--- config.mk ---
export PLATFORM = sky130hd
export DESIGN_NAME = escaner_teclado
export DESIGN_NICKNAME = d
export VERILOG_FILES = /design/src/rtl/teclado_pkg.sv /design/src/rtl/escaner_teclado_sincronizador.sv /design/src/rtl/escaner_teclado.sv
export SDC_FILE = /design/constraint.sdc
export NUM_CORES = 1
export LEC_CHECK = 0
export CAP_MARGIN = 20
export CORE_ASPECT_RATIO = 0.75
export CORE_UTILIZATION = 40
export DETAILED_ROUTE_END_ITERATION = 7
export GPL_TIMING_DRIVEN = 0
export HOLD_SLACK_MARGIN = 0.06
export PLACE_DENSITY = 0.64
export SYNTH_ARGS = -nofsm -noshare
export SYNTH_HDL_FRONTEND = slang
export SYNTH_SLANG_ARGS = --single-unit
export TNS_END_PERCENT = 20
--- constraint.sdc ---
create_clock -name clk1kHz -period 3.25 [get_ports clk1kHz]
set_clock_uncertainty 0.15 [all_clocks]
set_input_delay 0.8125 -clock clk1kHz [delete_from_list [all_inputs] [get_ports clk1kHz]]
set_output_delay 0.8125 -clock clk1kHz [all_outputs]
set_load 0.05 [all_outputs]
--- src/rtl/teclado_pkg.sv ---
// Shared keypad-scanner types: FSM states, 7-segment codes (active-low, bit6=a..bit0=g),
// the (row,col) key map, and timing defaults including the key-repeat intervals.
package teclado_pkg;

    typedef enum logic [1:0] {ESCANEO, REBOTE, EMITIR, SUELTA} estado_t;

    localparam int DEBOUNCE_DEF = 20;
    localparam int REP_PRIMERA  = 500;
    localparam int REP_PERIODO  = 200;

    localparam logic [6:0] SEG_0      = 7'b0000001;
    localparam logic [6:0] SEG_1      = 7'b1001111;
    localparam logic [6:0] SEG_2      = 7'b0010010;
    localparam logic [6:0] SEG_3      = 7'b0000110;
    localparam logic [6:0] SEG_4      = 7'b1001100;
    localparam logic [6:0] SEG_5      = 7'b0100100;
    localparam logic [6:0] SEG_6      = 7'b0100000;
    localparam logic [6:0] SEG_7      = 7'b0001111;
    localparam logic [6:0] SEG_8      = 7'b0000000;
    localparam logic [6:0] SEG_9      = 7'b0000100;
    localparam logic [6:0] SEG_MAS    = 7'b1101100;
    localparam logic [6:0] SEG_MENOS  = 7'b1111110;
    localparam logic [6:0] SEG_IGUAL  = 7'b1110110;
    localparam logic [6:0] SEG_POR    = 7'b1001000;
    localparam logic [6:0] SEG_DIV    = 7'b1011010;
    localparam logic [6:0] SEG_C      = 7'b0110001;
    localparam logic [6:0] SEG_BLANCO = 7'b1111111;

    typedef struct packed {
        logic [6:0] seg;
        logic       digito;
    } tecla_t;

    // Key map: r0: 1 2 3 +; r1: 4 5 6 -; r2: 7 8 9 x; r3: C 0 = /
    function automatic tecla_t mapa_tecla(input logic [1:0] r, input logic [1:0] c);
        case ({r, c})
            4'h0: return '{SEG_1, 1'b1};
            4'h1: return '{SEG_2, 1'b1};
            4'h2: return '{SEG_3, 1'b1};
            4'h3: return '{SEG_MAS, 1'b0};
            4'h4: return '{SEG_4, 1'b1};
            4'h5: return '{SEG_5, 1'b1};
            4'h6: return '{SEG_6, 1'b1};
            4'h7: return '{SEG_MENOS, 1'b0};
            4'h8: return '{SEG_7, 1'b1};
            4'h9: return '{SEG_8, 1'b1};
            4'hA: return '{SEG_9, 1'b1};
            4'hB: return '{SEG_POR, 1'b0};
            4'hC: return '{SEG_C, 1'b0};
            4'hD: return '{SEG_0, 1'b1};
            4'hE: return '{SEG_IGUAL, 1'b0};
            default: return '{SEG_DIV, 1'b0};
        endcase
    endfunction

    function automatic logic [1:0] primera_fila(input logic [3:0] f);
        if (!f[0]) return 2'd0;
        if (!f[1]) return 2'd1;
        if (!f[2]) return 2'd2;
        return 2'd3;
    endfunction

endpackage

--- src/rtl/escaner_teclado_sincronizador.sv ---
// Two-flop synchronizer for the 4 active-low keypad rows; idles high (no key).
module sincronizador (
    input  logic       clk1kHz,
    input  logic       rst,
    input  logic [3:0] d,
    output logic [3:0] q
);
    logic [3:0] meta;

    always_ff @(posedge clk1kHz) begin
        if (rst) begin
            meta <= 4'hF;
            q    <= 4'hF;
        end else begin
            meta <= d;
            q    <= meta;
        end
    end
endmodule

--- src/rtl/escaner_teclado.sv ---
// 4x4 keypad scanner with debounce and 7-segment encoding of the accepted key.
// Optional auto-repeat while held: define REPETICION_TECLA_EN.
module escaner_teclado
    import teclado_pkg::*;
#(
    parameter int DEBOUNCE = DEBOUNCE_DEF
) (
    input  logic       clk1kHz,
    input  logic       rst,
    input  logic [3:0] filas,
    output logic [3:0] columnas,
    output logic [6:0] CSseg,
    output logic       tipo,
    output logic       tecla_valida
);
    localparam int CW = $clog2(DEBOUNCE + 1);
    localparam logic [CW-1:0] CNT_FIN = CW'(DEBOUNCE - 1);
    localparam logic [CW-1:0] CNT_MAX = CW'(DEBOUNCE);

    logic [3:0]    filas_s;
    estado_t       estado;
    logic [1:0]    c, r, scan_cnt;
    logic [CW-1:0] cnt;
    tecla_t        tecla;

    sincronizador u_sinc (
        .clk1kHz (clk1kHz),
        .rst     (rst),
        .d       (filas),
        .q       (filas_s)
    );

    assign columnas = ~(4'b0001 << c);
    assign tecla    = mapa_tecla(r, c);

`ifdef REPETICION_TECLA_EN
    logic [8:0] hold_cnt;
`endif

    always_ff @(posedge clk1kHz) begin
        if (rst) begin
            estado       <= ESCANEO;
            c            <= 2'd0;
            r            <= 2'd0;
            scan_cnt     <= 2'd0;
            cnt          <= '0;
            CSseg        <= SEG_BLANCO;
            tipo         <= 1'b0;
            tecla_valida <= 1'b0;
`ifdef REPETICION_TECLA_EN
            hold_cnt     <= '0;
`endif
        end else begin
            tecla_valida <= 1'b0;
            case (estado)
                ESCANEO: begin
                    if (scan_cnt == 2'd3) begin
                        scan_cnt <= 2'd0;
                        if (filas_s != 4'hF) begin
                            r      <= primera_fila(filas_s);
                            cnt    <= '0;
                            estado <= REBOTE;
                        end else begin
                            c <= c + 2'd1;
                        end
                    end else begin
                        scan_cnt <= scan_cnt + 2'd1;
                    end
                end
                REBOTE: begin
                    if (!filas_s[r]) begin
                        if (cnt == CNT_FIN) begin
                            // Outputs registered here so they appear during EMITIR
                            estado       <= EMITIR;
                            tecla_valida <= 1'b1;
                            CSseg        <= tecla.seg;
                            tipo         <= tecla.digito;
                        end
                        if (cnt != CNT_MAX) cnt <= cnt + 1'b1;
                    end else begin
                        c        <= c + 2'd1;
                        scan_cnt <= 2'd0;
                        estado   <= ESCANEO;
                    end
                end
                EMITIR: begin
                    cnt    <= '0;
                    estado <= SUELTA;
`ifdef REPETICION_TECLA_EN
                    hold_cnt <= '0;
`endif
                end
                default: begin // SUELTA
                    if (filas_s[r]) begin
                        if (cnt == CNT_FIN) begin
                            c        <= c + 2'd1;
                            scan_cnt <= 2'd0;
                            cnt      <= '0;
                            estado   <= ESCANEO;
                        end else if (cnt != CNT_MAX) begin
                            cnt <= cnt + 1'b1;
                        end
`ifdef REPETICION_TECLA_EN
                        hold_cnt <= '0;
`endif
                    end else begin
                        cnt <= '0;
`ifdef REPETICION_TECLA_EN
                        // Rewinding to REP_PRIMERA-REP_PERIODO yields the steady repeat period
                        if (hold_cnt == 9'(REP_PRIMERA - 1)) begin
                            hold_cnt     <= 9'(REP_PRIMERA - REP_PERIODO);
                            tecla_valida <= !(r == 2'd3 && c == 2'd0);
                        end else begin
                            hold_cnt <= hold_cnt + 9'd1;
                        end
`endif
                    end
                end
            endcase
        end
    end
endmodule

==> results_dict.tcl, run 1 <==
set metrics [dict create \
    cp-end-kind "output port" \
    htree_levels 2 \
    cts.path.max_buffers 2 \
    path_buf_inv 3 \
    timing.max_cap.violations 0 \
    antenna_found_initial 0 \
    slowest_delay_ps 790 \
    fin_crit_sh 0.913 \
    vdd_drop_max_v 0.000229 \
    yosysMostFrequentCell "dfxtp_1" \
    syn_nets 195 \
    synth_top_area_frac 0.380 \
    min_from "u_sinc.meta[2]" \
    syn_area_sq_um 1580 \
    finalMaxSlewViolations 0 \
    crit_type "flop to output port" \
    layout.cells.non_filler 258 \
    min_path_cells 1 \
    fin_area_sq_um 1920 \
    fin_tns_setup_ps 0 \
    hpwl_mm 2.47 \
    initial_core_util 0.426 \
    worst_slew_pin_slew_ps 834 \
    wl_per_cell_um 12.9 \
    cts_root_buf "clkbuf_8" \
    slew_headroom 0.436 \
    dp.cells 250 \
    final-setup-viol-count 0 \
    clk_pin_slew_ps 60 \
    reg2reg_depth 5 \
    port_buffers 18 \
    placed_area_sq_um 1830 \
    ant_nets 0 \
    worstReg2RegStart "cnt[0]" \
    reg2reg_to "CSseg[1]" \
    cp-start-kind "flop" \
    fillers 367 \
    avgSynthCellArea_sq_um 8.78 \
    cp_slowest_cell "clkdlybuf4s50_1" \
    path_cells "inv_1 -> ha_1 -> inv_1 -> clkdlybuf4s50_1" \
    crit_family "buffers and inverters" \
    grt_pass1_vias 1211 \
    synth_edf_count 0 \
    outcome "complete, no violations" \
    cts_setup_buffers 0 \
    r2r_slack_ps 540 \
    grt_max_degree 11 \
    period_needed_ps 2970 \
    fin_nets 220 \
    hold_viol 0 \
    power_leakage_nw 0.687 \
    drc 0 \
    io_pins 19 \
    clock-sinks 30 \
    syn_to_final_growth_pct 21.3 \
    numCtsBuffers 5 \
    synth_cell_types 43 \
    cts.repair.resized 0 \
    final_layout_size_suffix_gt1_frac 0.0971 \
    cpMostUsedCell "inv_1" \
    hp-class "flop to flop" \
    core_area_sq_um 3710 \
    ys_async_sr_fraction 0 \
    ys_warn_count 0 \
    fmax_mhz 337 \
    cts-hold-fix-buffers 0 \
    die_w_um 74.6 \
    clk_latency_ps 280 \
    antenna_cells 0 \
    crit_fanout 7 \
    vias_per_cell 5.23 \
    fp.dieH_um 56.4 \
    worst_ep_arrival_time_ps 2000 \
    ys_seq_elements 30 \
    die_area_sq_um 4210 \
    gp_congestion 0.808 \
    dr.pass1.iters 4 \
    power_w 0.000793 \
    wirelength_mm 3.33 \
    grt-ovfl-total 0 \
    cp_data_required_time_ps 2290 \
    min_to "u_sinc.q[2]" \
    track_usage 0.176 \
    first_iter_violations 44 \
    synth_commonest_cells "dfxtp_1 (30), a21oi_1 (13), inv_1 (12), nor2_1 (11)" \
    grt_pass1_wl_mm 5.42 \
    powerDensity_nw_per_um2 414 \
    ys.flop_type "dfxtp_1" \
    synthCells 180 \
    cts_tree "built" \
    dr_total_vias 1349 \
    yosysSeqAreaShare 0.380 \
    placementRows 19 \
    rsz0062_at_grt "no" \
    yosys-top-cells-area "dfxtp_1 (38%), ha_1 (7.1%), a21oi_1 (4.1%), a211o_1 (3.9%), or2_2 (3.2%)" \
    synth_top_cell_by_area "dfxtp_1" \
]
-- through the flow --
stage	util	worst slack, ps	hold slack, ps
finish	0.517	283	261
global placement	0.492	611	244
global route	0.517	196	282
CTS	0.517	277	265
detailed placement	0.492	576	253
floorplan	-	1090	239
-- cell families (layout without fill, tap and decap cells) --
family,count (synthesis),in the layout,synth area share
compound gates,51,51,0.218
fa+ha+maj,10,10,0.0776
buf+inv,24,50,0.0681
flops,30,30,0.380
mux,6,6,0.0467
simple gates,59,59,0.210
-- worst max-delay path by stage --
stage | start | to | cells after the start | slack (ps)
2_1_floorplan | cnt[0] | CSseg[0] | 5 | 1090
3_3_place_gp | c[0] | columnas[0] | 4 | 610
3_5_place_dp | cnt[0] | CSseg[1] | 5 | 580
4_1_cts | c[1] | columnas[1] | 4 | 280
5_1_grt | c[1] | columnas[1] | 4 | 200
6_report | c[1] | columnas[1] | 4 | 280
-- registers in the layout, indices dropped and copies added, names as in the netlist --
| name | count |
|---|---|
| CSseg | 7 |
| cnt | 5 |
| u_sinc.meta | 4 |
| u_sinc.q | 4 |
| c | 2 |
| estado | 2 |
| r | 2 |
| scan_cnt | 2 |
| tecla_valida | 1 |
| tipo | 1 |
-- area by class of cell --
type | instances | area (sq um) | share of cell area
Timing Repair Buffer | 18 | 180 | 0.0940
Sequential cell | 30 | 601 | 0.313
Inverter | 12 | 45.0 | 0.0235
Multi-Input combinational cell | 126 | 872 | 0.455
Clock inverter | 1 | 5.00 | 0.00261
Tap cell | 52 | 65.1 | 0.0339
Buffer | 12 | 62.6 | 0.0326
Clock buffer | 7 | 86.3 | 0.0450
-- report_power, final --
group / total [W] / leakage [nW] / internal, W / switching [W]
clock: 0.000306 / 0.0482 / 0.000170 / 0.000136
sequential: 0.000391 / 0.245 / 0.000381 / 0.0000100
combinational: 0.0000962 / 0.394 / 0.0000408 / 0.0000554
total: 0.000793 / 0.687 / 0.000592 / 0.000201
-- layer usage --
| metal | share of wire | global-route usage | up-vias |
|---|---|---|---|
| met5 | 0 | 0 | - |
| met2 | 0.43 | 0.246 | 32 |
| li1 | - | - | 690 |
| met4 | 0.019 | 0.0943 | 0 |
| met1 | 0.50 | 0.244 | 619 |
| met3 | 0.046 | 0.0485 | 8 |
-- cell usage in the layout, fill, tap and decap left out, types with 2 or more instances in the layout --
master	instances
dfxtp_1	30
clkdlybuf4s50_1	18
a21oi_1	13
inv_1	12
nor2_1	11
clkbuf_1	9
nand2_1	9
ha_1	9
or2_2	8
a211o_1	7
a211oi_1	6
clkbuf_8	6
nor2b_1	5
o21ai_0	4
mux2i_1	4
nand3_1	4
o211ai_1	3
and2_1	3
nor3_1	3
o21ai_1	3
nand2b_1	3
a31oi_1	3
buf_6	2
buf_2	2
o31ai_1	2
a21o_1	2
nor3b_1	2
or2_1	2
o41ai_1	2
a311oi_1	2
nor4b_1	2
(Power assumes the default switching activity.)
==> run 2: changes to the inputs <==
- CORE_MARGIN: not set -> 5
- CTS_CLUSTER_SIZE: not set -> 28
==> results_dict.tcl, run 2 (synthesis gave the netlist of run 1 again) <==
set metrics [dict create \
    switchingPower_w 0.000200 \
    cts.repair.resized 0 \
    cp-end-kind "output port" \
    grt-ovfl-total 0 \
    cts_tree "built" \
    grt_max_degree 11 \
    wl_per_cell_um 13.6 \
    finalMaxSlewViolations 0 \
    slew_headroom 0.502 \
    final_layout_size_suffix_gt1_frac 0.0971 \
    clkPwrFrac 0.384 \
    hp-class "flop to flop" \
    dr_total_vias 1382 \
    fp.dieH_um 64.4 \
    reg_top3 "CSseg (7), cnt (5)" \
    multi_input_area_sq_um 872 \
    largest_reg_flops 7 \
    vias_per_cell 5.36 \
    cts_setup_buffers 0 \
    rsz0062_at_grt "no" \
    worst_ep_arrival_time_ps 1980 \
    r2r_slack_ps 610 \
    initial_core_util 0.423 \
    timing.critical_path.from "c[1]" \
    seq_area_sq_um 601 \
    htree_levels 2 \
    clk_pin_slew_ps 60 \
    combPwrFrac 0.122 \
    antenna_cells 0 \
    hpwl_mm 2.58 \
    cp-start-kind "flop" \
    dr.pass1.iters 4 \
    vdd_drop_max_v 0.000239 \
    io_pins 19 \
    gp_congestion 0.831 \
    power_frac_seq 0.494 \
    switching_share 0.253 \
    port_buffers 18 \
    numCtsBuffers 5 \
    cp_data_required_time_ps 2290 \
    timing.max_cap.violations 0 \
    cts-hold-fix-buffers 0 \
    wirelength_mm 3.50 \
    cts_root_buf "clkbuf_8" \
    clk_latency_ps 280 \
    fillers 362 \
    dp.cells 250 \
    grt_pass1_vias 1260 \
    syn_to_final_growth_pct 21.3 \
    worstReg2RegStart "cnt[0]" \
    fin_nets 220 \
    fin_crit_sh 0.906 \
    crit_type "flop to output port" \
    first_iter_violations 113 \
    regMostFlops "CSseg" \
    ant_nets 0 \
    final_common_cell "dfxtp_1" \
    placementRows 19 \
    track_usage 0.145 \
    fin_tns_setup_ps 0 \
    clock-sinks 30 \
    min_from "u_sinc.meta[3]" \
    antenna_found_initial 0 \
    worst_slew_pin_slew_ps 736 \
    final-setup-viol-count 0 \
    layout.cells.non_filler 258 \
    fmax_mhz 339 \
    mostFrequentLayoutCells "dfxtp_1 (30), clkdlybuf4s50_1 (18), a21oi_1 (13), inv_1 (12), nor2_1 (11)" \
    grt_pass1_wl_mm 5.91 \
    powerDensity_nw_per_um2 413 \
    setup_ws_ps 304 \
    crit_fanout 7 \
    die_area_sq_um 5320 \
    cts.path.max_buffers 2 \
    internal_power_w 0.000592 \
    drc 0 \
    die_w_um 82.6 \
    power_leakage_nw 0.687 \
    core_area_sq_um 3730 \
    period_needed_ps 2950 \
    outcome "complete, no violations" \
    dp_slack_ps 597 \
    hold_viol 0 \
    final_util 0.514 \
]
==> run 2: cell counts in the layout (fill, tap and decap cells not counted) <==
Identical to the previous run, type by type.
==> run 2: final timing paths <==
check	endpoint	cells past startpoint
worst min register to register	u_sinc.q[3]	1
worst min-delay path	u_sinc.q[3]	1
worst max-delay path	columnas[1]	4
worst max register to register	CSseg[1]	5
==> run 2: critical path: stages (launching register included) <==
cell	delay, ps
dfxtp_1	440
inv_1	160
ha_1	250
inv_1	60
clkdlybuf4s50_1	790
==> run 2: per-layer routing <==
metal	routed length, um	vias up	global-route usage	part of all wire
met4	46	0	0.0612	0.013
met5	0	-	0	0
met3	140	5	0.0457	0.040
met1	1780	651	0.202	0.51
met2	1530	27	0.206	0.44
li1	-	699	-	-
==> run 2: power groups by stage <==
| stage | clock network, W | registers, W | logic, W |
|---|---|---|---|
| floorplan | 0 | 0.000396 | 0.0000704 |
| global placement | 0 | 0.000398 | 0.0000938 |
| detailed placement | 0 | 0.000399 | 0.0000969 |
| CTS | 0.000315 | 0.000391 | 0.0000969 |
| global route | 0.000337 | 0.000392 | 0.000108 |
| finish | 0.000304 | 0.000391 | 0.0000967 |
==> run 2: cell type report <==
type,instances,area share
multi-input cells,126,0.455
flip-flops and latches,30,0.313
repair buffers,18,0.0940
clock buffers,7,0.0450
well taps,52,0.0339
plain buffers,12,0.0326
inverters,12,0.0235
clock inverters,1,0.00261
==> run 2: stage by stage <==
stage	area, sq um	power [W]	hold WS [ps]
after global placement	1830	0.000491	244
after floorplan	1580	0.000466	239
after detailed placement	1830	0.000496	245
after global routing	1920	0.000837	274
after CTS	1920	0.000802	261
final	1920	0.000792	258
==> run 3: changes to the inputs <==
- clock period: 3.25 -> 3 ns (I/O delays scaled with it)
==> results_dict.tcl, run 3 (synthesis gave the netlist of run 1 again) <==
set metrics [dict create \
    grt_use_met2 0.206 \
    track_usage 0.145 \
    period_needed_ps 2880 \
    met1_usage 0.202 \
    final_layout_size_suffix_gt1_frac 0.0971 \
    port_buffers 18 \
    powerDensity_nw_per_um2 447 \
    numCtsBuffers 5 \
    timing.max_cap.violations 0 \
    cp_data_required_time_ps 2100 \
    cts_tree "built" \
    clk_latency_ps 280 \
    core_area_sq_um 3730 \
    clock-sinks 30 \
    cts.path.max_buffers 2 \
    reg_top3 "CSseg (7), cnt (5)" \
    min_path_cells 1 \
    die_w_um 82.6 \
    layout.cells.non_filler 258 \
    slew_headroom 0.502 \
    cts-hold-fix-buffers 0 \
    reg2reg_depth 5 \
    grt_pass1_wl_mm 5.91 \
    regMostFlops "CSseg" \
    wl_per_cell_um 13.6 \
    cts_setup_buffers 0 \
    cts_root_buf "clkbuf_8" \
    syn_to_final_growth_pct 21.5 \
    hp-class "flop to flop" \
    fin_crit_sh 0.961 \
    die_area_sq_um 5320 \
    fin_tns_setup_ps 0 \
    worst_ep_arrival_time_ps 1980 \
    dp.cells 250 \
    fin_nets 220 \
    fp.dieH_um 64.4 \
    cpMostUsedCell "inv_1" \
    grt_busiest_layer "met2" \
    power_leakage_nw 0.704 \
    outcome "complete, no violations" \
    final-setup-viol-count 0 \
    worst_slew_pin_slew_ps 736 \
    dr.pass1.iters 4 \
    grt_pass1_vias 1260 \
    hpwl_mm 2.58 \
    clk_pin_slew_ps 60 \
    timing.critical_path.from "c[1]" \
    slowest_delay_ps 790 \
    gp_congestion 0.831 \
    cp-start-kind "flop" \
    final_util 0.514 \
    crit_fanout 7 \
    min_from "u_sinc.meta[3]" \
    setup_ws_ps 117 \
    grt-ovfl-total 0 \
    min_to "u_sinc.q[3]" \
    dp_slack_ps 387 \
    first_iter_violations 134 \
    cp_slowest_cell "clkdlybuf4s50_1" \
    vias_per_cell 5.36 \
    wirelength_mm 3.51 \
    path_cells "inv_1 -> ha_1 -> inv_1 -> clkdlybuf4s50_1" \
    fillers 361 \
    reg2reg_to "CSseg[1]" \
    finalMaxSlewViolations 0 \
    mostFrequentLayoutCells "dfxtp_1 (30), clkdlybuf4s50_1 (17), a21oi_1 (13), inv_1 (12), nor2_1 (11)" \
    drc 0 \
    final_common_cell "dfxtp_1" \
    worstReg2RegStart "cnt[0]" \
    cp-end-kind "output port" \
    dr_total_vias 1382 \
    met3_usage 0.0457 \
    grt_max_degree 11 \
    rsz0062_at_grt "no" \
    hold_viol 0 \
    initial_core_util 0.423 \
    vdd_drop_max_v 0.000259 \
    largest_reg_flops 7 \
    antenna_cells 0 \
    r2r_slack_ps 360 \
    placementRows 19 \
    fmax_mhz 347 \
    crit_type "flop to output port" \
    io_pins 19 \
    ant_nets 0 \
    htree_levels 2 \
    antenna_found_initial 0 \
]
-- run 3: changes by cell type in the layout (fill, tap and decap cells not counted), sizes merged --
cell and delta:
clkdlybuf4s50 -1, dlymetal6s2s +1
-- run 3: through the flow --
step / instance area [sq um] / total power (W) / hold WS [ps]
floorplan: 1580 / 0.000505 / 239
global placement: 1830 / 0.000532 / 244
detailed placement: 1830 / 0.000537 / 245
CTS: 1920 / 0.000869 / 261
global route: 1920 / 0.000907 / 274
finish: 1920 / 0.000858 / 258
-- run 3: timing repair --
action                                  in CTS  in global routing
resized for setup                            0                  1
endpoints found under the setup margin       0                  1
hold endpoints to repair                     0                  0
-- run 3: where the power goes --
| part | switching [W] | internal (W) | leakage, nW |
|---|---|---|---|
| clock network | 0.000145 | 0.000185 | 0.0482 |
| logic | 0.0000607 | 0.0000439 | 0.411 |
| registers | 0.0000112 | 0.000412 | 0.245 |
| total | 0.000217 | 0.000641 | 0.704 |
-- run 3: critical path: cells and delay by family (launching register included) --
family,cells,cell delay [ps]
buffers and inverters,3,1010
flip-flops,1,440
adder cells (fa/ha/maj),1,250
-- run 3: layout make-up --
cell class,count,area (sq um),share of cell area
buffer,12,62.6,0.0326
clock buffer,7,86.3,0.0450
clock inverter,1,5.00,0.00261
inverter,12,45.0,0.0235
multi-input combinational,126,872,0.454
sequential,30,601,0.313
tap,52,65.1,0.0339
timing repair buffer,18,183,0.0952
-- run 3: how the worst max path moves through the flow --
| stage | end | slack (ps) | cells after the start |
|---|---|---|---|
| global placement | tipo | 400 | 6 |
| CTS | columnas[0] | 100 | 4 |
| global route | columnas[1] | 2 | 4 |
| detailed placement | tipo | 390 | 6 |
| finish | columnas[1] | 120 | 4 |
| floorplan | CSseg[0] | 840 | 5 |
-- run 3: per-layer routing --
metal / vias up / routed length (um)
met5: - / 0
met4: 0 / 46
met3: 5 / 140
li1: 699 / -
met2: 27 / 1530
met1: 651 / 1780
